`config.mk`:
```
export PLATFORM = sky130hd
export DESIGN_NAME = uart_tx_ctrl_flat
export DESIGN_NICKNAME = d
export VERILOG_FILES = /design/src/rtl/uart_tx_ctrl_if.sv /design/src/rtl/uart_tx_ctrl.sv /design/src/flat_wrapper.sv
export SDC_FILE = /design/constraint.sdc
export NUM_CORES = 1
export LEC_CHECK = 0
export CORE_AREA = 2 2 89 91
export DETAILED_ROUTE_END_ITERATION = 16
export DIE_AREA = 0 0 91 93
export GPL_ROUTABILITY_DRIVEN = 0
export PLACE_DENSITY_LB_ADDON = 0.3
export SLEW_MARGIN = 20
export SYNTH_ARGS = -nofsm -noshare
export SYNTH_HDL_FRONTEND = slang
export SYNTH_SLANG_ARGS = --single-unit
export TNS_END_PERCENT = 5
```
`constraint.sdc`:
```
create_clock -name clk -period 2.5 [get_ports clk]
set_clock_uncertainty 0.1 [all_clocks]
set_input_delay 0.5 -clock clk [delete_from_list [all_inputs] [get_ports clk]]
set_output_delay 0.5 -clock clk [all_outputs]
set_load 0.1 [all_outputs]
```
`src/rtl/uart_tx_ctrl_if.sv`:
```
// Register-side and line-side signals of the UART transmitter.
// Data memory drives DATA_R/CONFIG_R/BAUD_DIV and polls busy/done.
interface uart_tx_ctrl_if;
  logic [31:0] DATA_R;
  logic [31:0] CONFIG_R;
  logic [31:0] BAUD_DIV;
  logic        tx;
  logic        busy;
  logic        done;

  modport master (output DATA_R, CONFIG_R, BAUD_DIV, input tx, busy, done);
  modport slave  (input DATA_R, CONFIG_R, BAUD_DIV, output tx, busy, done);
endinterface

```
`src/rtl/uart_tx_ctrl.sv`:
```
// UART transmitter driven by memory-mapped DATA_R/CONFIG_R/BAUD_DIV words.
// Frame: start, 8 data bits LSB first, optional parity, one or two stop bits.
module uart_tx_ctrl #(
  parameter int unsigned DIV_W = 16
) (
  input logic           clk,
  input logic           reset,
  uart_tx_ctrl_if.slave bus
);

  typedef enum logic [2:0] {IDLE, START, DATA, PARITY, STOP} state_t;

  state_t           state;
  logic             start_q;
  logic [7:0]       data_q;
  logic             par_en_q;
  logic             par_odd_q;
  logic             two_stop_q;
  logic [DIV_W-1:0] div_q;
  logic [DIV_W-1:0] baud_cnt;
  logic [2:0]       bit_idx;
  logic             tx_q;
  logic             busy_q;
  logic             done_q;

  logic [DIV_W-1:0] div_in;
  logic             start_req;
  logic             bit_end;
  logic             unused;

  assign div_in    = bus.BAUD_DIV[DIV_W-1:0];
  assign start_req = bus.CONFIG_R[0] & ~start_q;
  assign bit_end   = (baud_cnt == div_q - DIV_W'(1));
  assign unused    = ^{bus.DATA_R, bus.CONFIG_R, bus.BAUD_DIV};

  assign bus.tx   = tx_q;
  assign bus.busy = busy_q;
  assign bus.done = done_q;

  always_ff @(posedge clk) begin
    if (reset) begin
      state      <= IDLE;
      start_q    <= 1'b1;
      data_q     <= '0;
      par_en_q   <= 1'b0;
      par_odd_q  <= 1'b0;
      two_stop_q <= 1'b0;
      div_q      <= DIV_W'(1);
      baud_cnt   <= '0;
      bit_idx    <= '0;
      tx_q       <= 1'b1;
      busy_q     <= 1'b0;
      done_q     <= 1'b0;
    end else begin
      start_q <= bus.CONFIG_R[0];
      done_q  <= 1'b0;
      // Baud counter is shared by all bit states; it restarts at each bit boundary.
      if (state != IDLE) begin
        baud_cnt <= bit_end ? '0 : baud_cnt + DIV_W'(1);
      end
      case (state)
        IDLE: begin
          if (start_req) begin
            data_q     <= bus.DATA_R[7:0];
            par_en_q   <= bus.CONFIG_R[1];
            par_odd_q  <= bus.CONFIG_R[2];
            two_stop_q <= bus.CONFIG_R[3];
            div_q      <= (div_in == '0) ? DIV_W'(1) : div_in;
            baud_cnt   <= '0;
            bit_idx    <= '0;
            tx_q       <= 1'b0;
            busy_q     <= 1'b1;
            state      <= START;
          end
        end
        START: begin
          if (bit_end) begin
            tx_q    <= data_q[0];
            bit_idx <= '0;
            state   <= DATA;
          end
        end
        DATA: begin
          if (bit_end) begin
            if (bit_idx == 3'd7) begin
              bit_idx <= '0;
              if (par_en_q) begin
                tx_q  <= par_odd_q ? ~^data_q : ^data_q;
                state <= PARITY;
              end else begin
                tx_q  <= 1'b1;
                state <= STOP;
              end
            end else begin
              bit_idx <= bit_idx + 3'd1;
              tx_q    <= data_q[bit_idx + 3'd1];
            end
          end
        end
        PARITY: begin
          if (bit_end) begin
            tx_q  <= 1'b1;
            state <= STOP;
          end
        end
        STOP: begin
          // bit_idx marks the second stop bit so D never needs doubling in the counter.
          if (bit_end) begin
            if (two_stop_q && bit_idx == 3'd0) begin
              bit_idx <= 3'd1;
            end else begin
              bit_idx <= '0;
              tx_q    <= 1'b1;
              busy_q  <= 1'b0;
              done_q  <= 1'b1;
              state   <= IDLE;
            end
          end
        end
        default: state <= IDLE;
      endcase
    end
  end

endmodule

```
`src/flat_wrapper.sv`:
```
// flat-port wrapper written by rule: the top's interface ports become plain ports
module uart_tx_ctrl_flat 
#(
  parameter int unsigned DIV_W = 16
)
  (clk, reset, bus_DATA_R, bus_CONFIG_R, bus_BAUD_DIV, bus_tx, bus_busy, bus_done);
  uart_tx_ctrl_if bus_i ();
  input logic clk;
  input logic reset;
  input wire logic [$bits(bus_i.DATA_R)-1:0] bus_DATA_R;
  input wire logic [$bits(bus_i.CONFIG_R)-1:0] bus_CONFIG_R;
  input wire logic [$bits(bus_i.BAUD_DIV)-1:0] bus_BAUD_DIV;
  output wire logic [$bits(bus_i.tx)-1:0] bus_tx;
  output wire logic [$bits(bus_i.busy)-1:0] bus_busy;
  output wire logic [$bits(bus_i.done)-1:0] bus_done;
  assign bus_i.DATA_R = bus_DATA_R;
  assign bus_i.CONFIG_R = bus_CONFIG_R;
  assign bus_i.BAUD_DIV = bus_BAUD_DIV;
  assign bus_tx = bus_i.tx;
  assign bus_busy = bus_i.busy;
  assign bus_done = bus_i.done;
  uart_tx_ctrl #(.DIV_W(DIV_W)) u_core (.clk(clk), .reset(reset), .bus(bus_i));
endmodule
```
### Word-level counts from Yosys, hierarchy flattened

Cells that the tools add are included.

| cells by class | value |
|---|---|
| add/subtract/negate cells | 3 |
| order comparisons | 1 |
| equality and inequality tests | 13 |
| mux-type cells | 38 |
| bitwise operators | 4 |
| reductions and logical operators | 16 |

Operators with widths:

| cell | count |
|---|---|
| two-way mux 16 bit | 5 |
| two-way mux 3 bit | 13 |
| adder 16 x 1 -> 16 bit (second input constant) | 1 |
| == test 16 bit | 1 |
| logical NOT 16 bit | 1 |
| subtractor 16 x 1 -> 16 bit (second input constant) | 1 |
| two-way mux 1 bit | 15 |
| one-hot mux 3 bit (5 select lines) | 1 |
| AND reduction 7 bit | 2 |
| != test 2 x 1 -> 1 bit (second input constant) | 6 |
| one-hot mux 3 bit (4 select lines) | 1 |
| XNOR reduction 8 bit | 1 |
| parity 8 bit | 1 |
| == test 3 x 2 -> 1 bit (second input constant) | 2 |
| == test 3 bit (second input constant) | 2 |
| logical NOT 3 bit | 2 |
| one-hot mux 1 bit (5 select lines) | 1 |
| AND reduction 5 bit | 1 |
| nonzero test 5 bit | 1 |
| less-than comparator 3 x 4 -> 1 bit (second input constant) | 1 |
| AND reduction 4 bit | 1 |
| nonzero test 4 bit | 1 |
| adder 3 x 1 -> 3 bit (second input constant) | 1 |
| binary-select mux 1 bit (select 3 bit) | 1 |
| other kinds (10) | 12 |

| word-level totals | value |
|---|---|
| bits in registers | 53 |
| input bits | 98 |
| output and inout bits | 3 |
| logic and storage cells | 87 |

### Longest topological paths before layout

| depth | value |
|---|---|
| depth in word-level cells | 6 |
| depth in mapped cells | 10 |
| mapped depth without buffers | 9 |

### Least setup slack after synthesis

No wires, ideal clock.

| timing | value |
|---|---|
| path kind | register to register |
| start | reg u_core.div_q[0] |
| end | reg u_core.bit_idx[0] |
| library setup time | 72 ps |
| arrival time | 2579 ps |
| setup slack | -251 ps |
| stages on the path, launching flop included | 10 |
| path through | dfxtp_1 -> inv_1 -> ha_1 -> or4b_2 -> o31a_1 -> o21ai_0 -> nand3_1 -> and4_2 -> a21oi_1 -> mux2i_1 |

| on the way | value |
|---|---|
| longest elaborated chain between the ends | 4 |
| elaborated cells between the ends (all ways) | 6 |

Ends and longest elaborated chain:

| what | RTL line | source |
|---|---|---|
| from (decl) | uart_tx_ctrl.sv:19 | `logic [DIV_W-1:0] div_q;` |
| from (signal assigned) | uart_tx_ctrl.sv:68 | `div_q <= (div_in == '0) ? DIV_W'(1) : div_in;` |
| subtractor 16 x 1 -> 16 bit (*) | uart_tx_ctrl.sv:33 | `assign bit_end = (baud_cnt == div_q - DIV_W'(1));` |
| == test 16 bit (*) | uart_tx_ctrl.sv:33 |  |
| != test 2 x 1 -> 1 bit (no source line) | -- |  |
| AND reduction 5 bit (no source line) (*) | -- |  |
| to (signal assigned) | uart_tx_ctrl.sv:95 | `bit_idx <= bit_idx + 3'd1;` |
| to (decl) | uart_tx_ctrl.sv:21 | `logic [2:0] bit_idx;` |

Mark *: on every way between the ends. The rest lies on a longest branch, timed or not.
A chain may end at the register's enable or synchronous reset.

### Final worst setup path

| timing | value |
|---|---|
| start | reg u_core.div_q[0] |
| end | reg u_core.baud_cnt[0] |

| on the way | value |
|---|---|
| longest elaborated chain between the ends | 6 |

Ends and longest elaborated chain:

| what | RTL line | source |
|---|---|---|
| subtractor 16 x 1 -> 16 bit (*) | uart_tx_ctrl.sv:33 |  |
| == test 16 bit (*) | uart_tx_ctrl.sv:33 |  |
| two-way mux 16 bit (*) | uart_tx_ctrl.sv:59 | `baud_cnt <= bit_end ? '0 : baud_cnt + DIV_W'(1);` |
| two-way mux 16 bit (*) | uart_tx_ctrl.sv:58 | `if (state != IDLE) begin` |
| two-way mux 16 bit | uart_tx_ctrl.sv:63 | `if (start_req) begin` |
| two-way mux 16 bit (*) | uart_tx_ctrl.sv:61 | `case (state)` |
| to (signal assigned) | uart_tx_ctrl.sv:59 |  |
| to (decl) | uart_tx_ctrl.sv:20 | `logic [DIV_W-1:0] baud_cnt;` |

Marked as above.

==> results.ini <==
[yosys]
synth.most_common_cell=sky130_fd_sc_hd__dfxtp_1
synth_area_in_simple_gates_pct=29.7
synth.distinct_cells=61
synth_warnings=0
post_synth_most_frequent_cells=sky130_fd_sc_hd__dfxtp_1 (53), sky130_fd_sc_hd__nand2_1 (50), sky130_fd_sc_hd__nor2_1 (33)
synth_fa_ha_area_share_pct=2.04
yosys.area.top_type=sky130_fd_sc_hd__dfxtp_1
xor_xnor_share_of_the_synthesized_area_pct=11.9
synth_compound_area_share_pct=13.9
synth_top_flop_cell=sky130_fd_sc_hd__dfxtp_1
synthDominantCellAreaShare_pct=34.6
yosys_register_bits=53
async_reset_ff_share_pct=0
synthesis.nets=465
yosysSeqAreaShare_pct=34.6
syn_area_per_cell_um2=8.46
main_combinational_cell_family_by_area_after_synthesis=simple AND/OR/NAND/NOR gates
synth_mux_area_share_pct=3.19
synthTopCellsByArea=sky130_fd_sc_hd__dfxtp_1 (35%), sky130_fd_sc_hd__xnor2_1 (6.3%), sky130_fd_sc_hd__nand2_1 (6.1%)
synth_cells=362
netlist_area_mm2=0.00306
synth_enable_flop_cells=0

[sta]
rsz0062_at_grt=true
final.setup.worst_slack_ns=-0.146
setup_tns_ns=-1.35
slew_headroom_pct=25.1
timing.final.hold_violations=0
finalCritPeriodShare_pct=106
timing_worst_slew_pin_value_ns=1.12
finalSetupViolations=23
max_clock_freq_mhz=378
fin_crit_ns=2.65
whs_ns=0.376
final_max_slew_viol_count=0

[routing]
avgRoutedWirePerCell_um=13.8
detailedRoute.firstIterationViolations=169
detailed_route_drc_error_count=0
routed_wirelength_um=7130
ant_nets=0
num_vias=2734
via_per_inst=5.28
dr.pass1.iters=4

[critical_path]
timing.critical_path.required_ns=2.65
gate_family_responsible_for_the_most_delay_along_the_worst_path=simple AND/OR/NAND/NOR gates
worst-path-max-fanout=5
worst_path_largest_cell_delay_ns=0.49
timing.critical_path.cells=inv_1 -> ha_2 -> or4b_4 -> o31a_1 -> o21ai_1 -> nand3_2 -> and4_2 -> or3_1 -> a21oi_1
cp-end-kind=flip-flop
critPathSlowestCell=sky130_fd_sc_hd__or4b_4
cp_data_arrival_time_ns=2.79
buffers_and_inverters_on_the_worst_path=1
critPathLaunchType=flip-flop
worstSetupPathType=reg -> reg

[layout]
synthToLayoutAreaGrowth_pct=25.8
final_nets=518
layout-drive-gt1-share_pct=18.8
multi_input_comb_area_mm2=0.00194
n_fill_cell=736
layout.core_utilization_pct=51.2
count_of_inserted_antenna_diode_cells=0
layoutNonFillerInstCount=518
layout.cell_area.non_filler_mm2=0.00385
area.sequential_mm2=0.00106

[floorplan]
initial_utilization_pct=40.7
die_w_um=91
die_area_mm2=0.00846
rows=32
io-pin-count=101
fp.coreArea_mm2=0.00753
die_h_um=93

[cts]
cts_num_sinks=53
cts_buffers=5
clk_latency_ns=0.31
tritoncts=yes
clock_path_buffers=2
clkTransAtPathRegs_ns=0.10
cts_max_level=2
clock_tree.root_cell=sky130_fd_sc_hd__clkbuf_8

[grt]
first_global_vias=2723
grt-ovfl-total=0
grt_first_pass_wirelength_um=12600
maximum_number_of_pins_on_one_net_before_global_route_repair=18
antenna_found_initial=0
grtUsageTotal_pct=18.0

[power]
power.ir.vdd_worst_uv=348
clkPwrFrac_pct=28.3
switchingPower_uw=528
power_switching_share_pct=29.0
power_report.internal_total_mw=1.29
leakagePower_nw=1.45
power.share.sequential_pct=48.7
power.combinational.fraction_pct=22.9
overall_power_mw=1.82
power_density_mw_per_mm2=472

[status]
failed_checks=setup timing
run_status=complete, but fails checks

[flow_run]
maximum_capacitance_violations=0

[placed_design]
numPortBuffers=32
placedCellCount=509
placed_area_mm2=0.00370
placement.setup.worst_slack_ns=-0.198
post-dp-hpwl_um=5570

[worst_hold_path]
tightest_hold_check_type=reg -> reg

==> area by class of cell <==
cell class	count	share of cell area, %
multi-input cells	278	50.3
flip-flops and latches	53	27.6
repair buffers	67	15.3
well taps	102	3.31
clock buffers	6	2.14
inverters	10	0.974
clock inverters	2	0.357
==> what timing repair did <==
item                                    in CTS  in global routing
gates resized for setup                      2                  8
hold buffers                                 0                  0
endpoints found under the setup margin      24                 25
pin swaps                                    1                  7
buffers inserted                             0                  1
==> layer usage <==
layer	wire length, um	vias to the layer above	global-route usage [%]
met2	3420	52	31.0
li1	-	1389	-
met3	267	9	2.98
met4	100	0	5.81
met1	3340	1284	23.1
met5	0	-	0
==> kinds of logic (layout without fill, tap and decap cells) <==
family	after synthesis	count (layout)
buffers and inverters	31	85
AO/OA/AOI/OAI	59	59
adder cells (fa/ha/maj)	5	5
XOR/XNOR	40	40
AND/OR/NAND/NOR	167	167
flip-flops	53	53
multiplexers	7	7
==> path summary, 6_finish.rpt <==
path                           from            endpoint  slack, ns  depth (start not counted)
setup / recovery    u_core.div_q[0]  u_core.baud_cnt[0]      -0.15                          9
setup reg to reg    u_core.div_q[0]  u_core.baud_cnt[0]      -0.15                          9
hold / removal    u_core.two_stop_q   u_core.two_stop_q       0.38                          2
hold reg to reg   u_core.two_stop_q   u_core.two_stop_q       0.38                          2
==> flip-flops by register name (all words and copies together), names as in the netlist <==
| signal | count |
|---|---|
| u_core.bus.busy | 1 |
| u_core.div_q | 16 |
| u_core.bit_idx | 3 |
| u_core.state | 3 |
| u_core.two_stop_q | 1 |
| u_core.data_q | 8 |
| u_core.par_odd_q | 1 |
| u_core.baud_cnt | 16 |
| u_core.par_en_q | 1 |
| u_core.start_q | 1 |
| u_core.bus.done | 1 |
| u_core.bus.tx | 1 |
==> tightest hold or removal path: cells and delay by family (launching register included) <==
kind            cells  cell delay, ns
flops               1            0.33
simple gates        1            0.05
compound gates      1            0.05
==> power by group through the flow <==
stage	logic, mW	clock network (mW)	registers (mW)
6_report	0.416	0.515	0.886
5_1_grt	0.451	0.570	0.890
4_1_cts	0.399	0.527	0.886
3_5_place_dp	0.395	0	0.906
3_3_place_gp	0.388	0	0.905
2_1_floorplan	0.225	0	0.934
==> cells in the final DEF (no fill, tap or decap), types with 7 or more instances in the layout <==
cell type / n
sky130_fd_sc_hd__a22o_1: 10
sky130_fd_sc_hd__nor4_1: 9
sky130_fd_sc_hd__nor2b_1: 7
sky130_fd_sc_hd__inv_1: 10
sky130_fd_sc_hd__xor2_1: 17
sky130_fd_sc_hd__clkdlybuf4s50_1: 29
sky130_fd_sc_hd__buf_4: 37
sky130_fd_sc_hd__dfxtp_1: 51
sky130_fd_sc_hd__xnor2_1: 20
sky130_fd_sc_hd__nor2_1: 33
sky130_fd_sc_hd__nand3_1: 9
sky130_fd_sc_hd__a21oi_1: 17
sky130_fd_sc_hd__nand4_1: 10
sky130_fd_sc_hd__nand2_1: 50
sky130_fd_sc_hd__nor3_1: 7
Note: power is estimated with default switching activity, not from simulation.
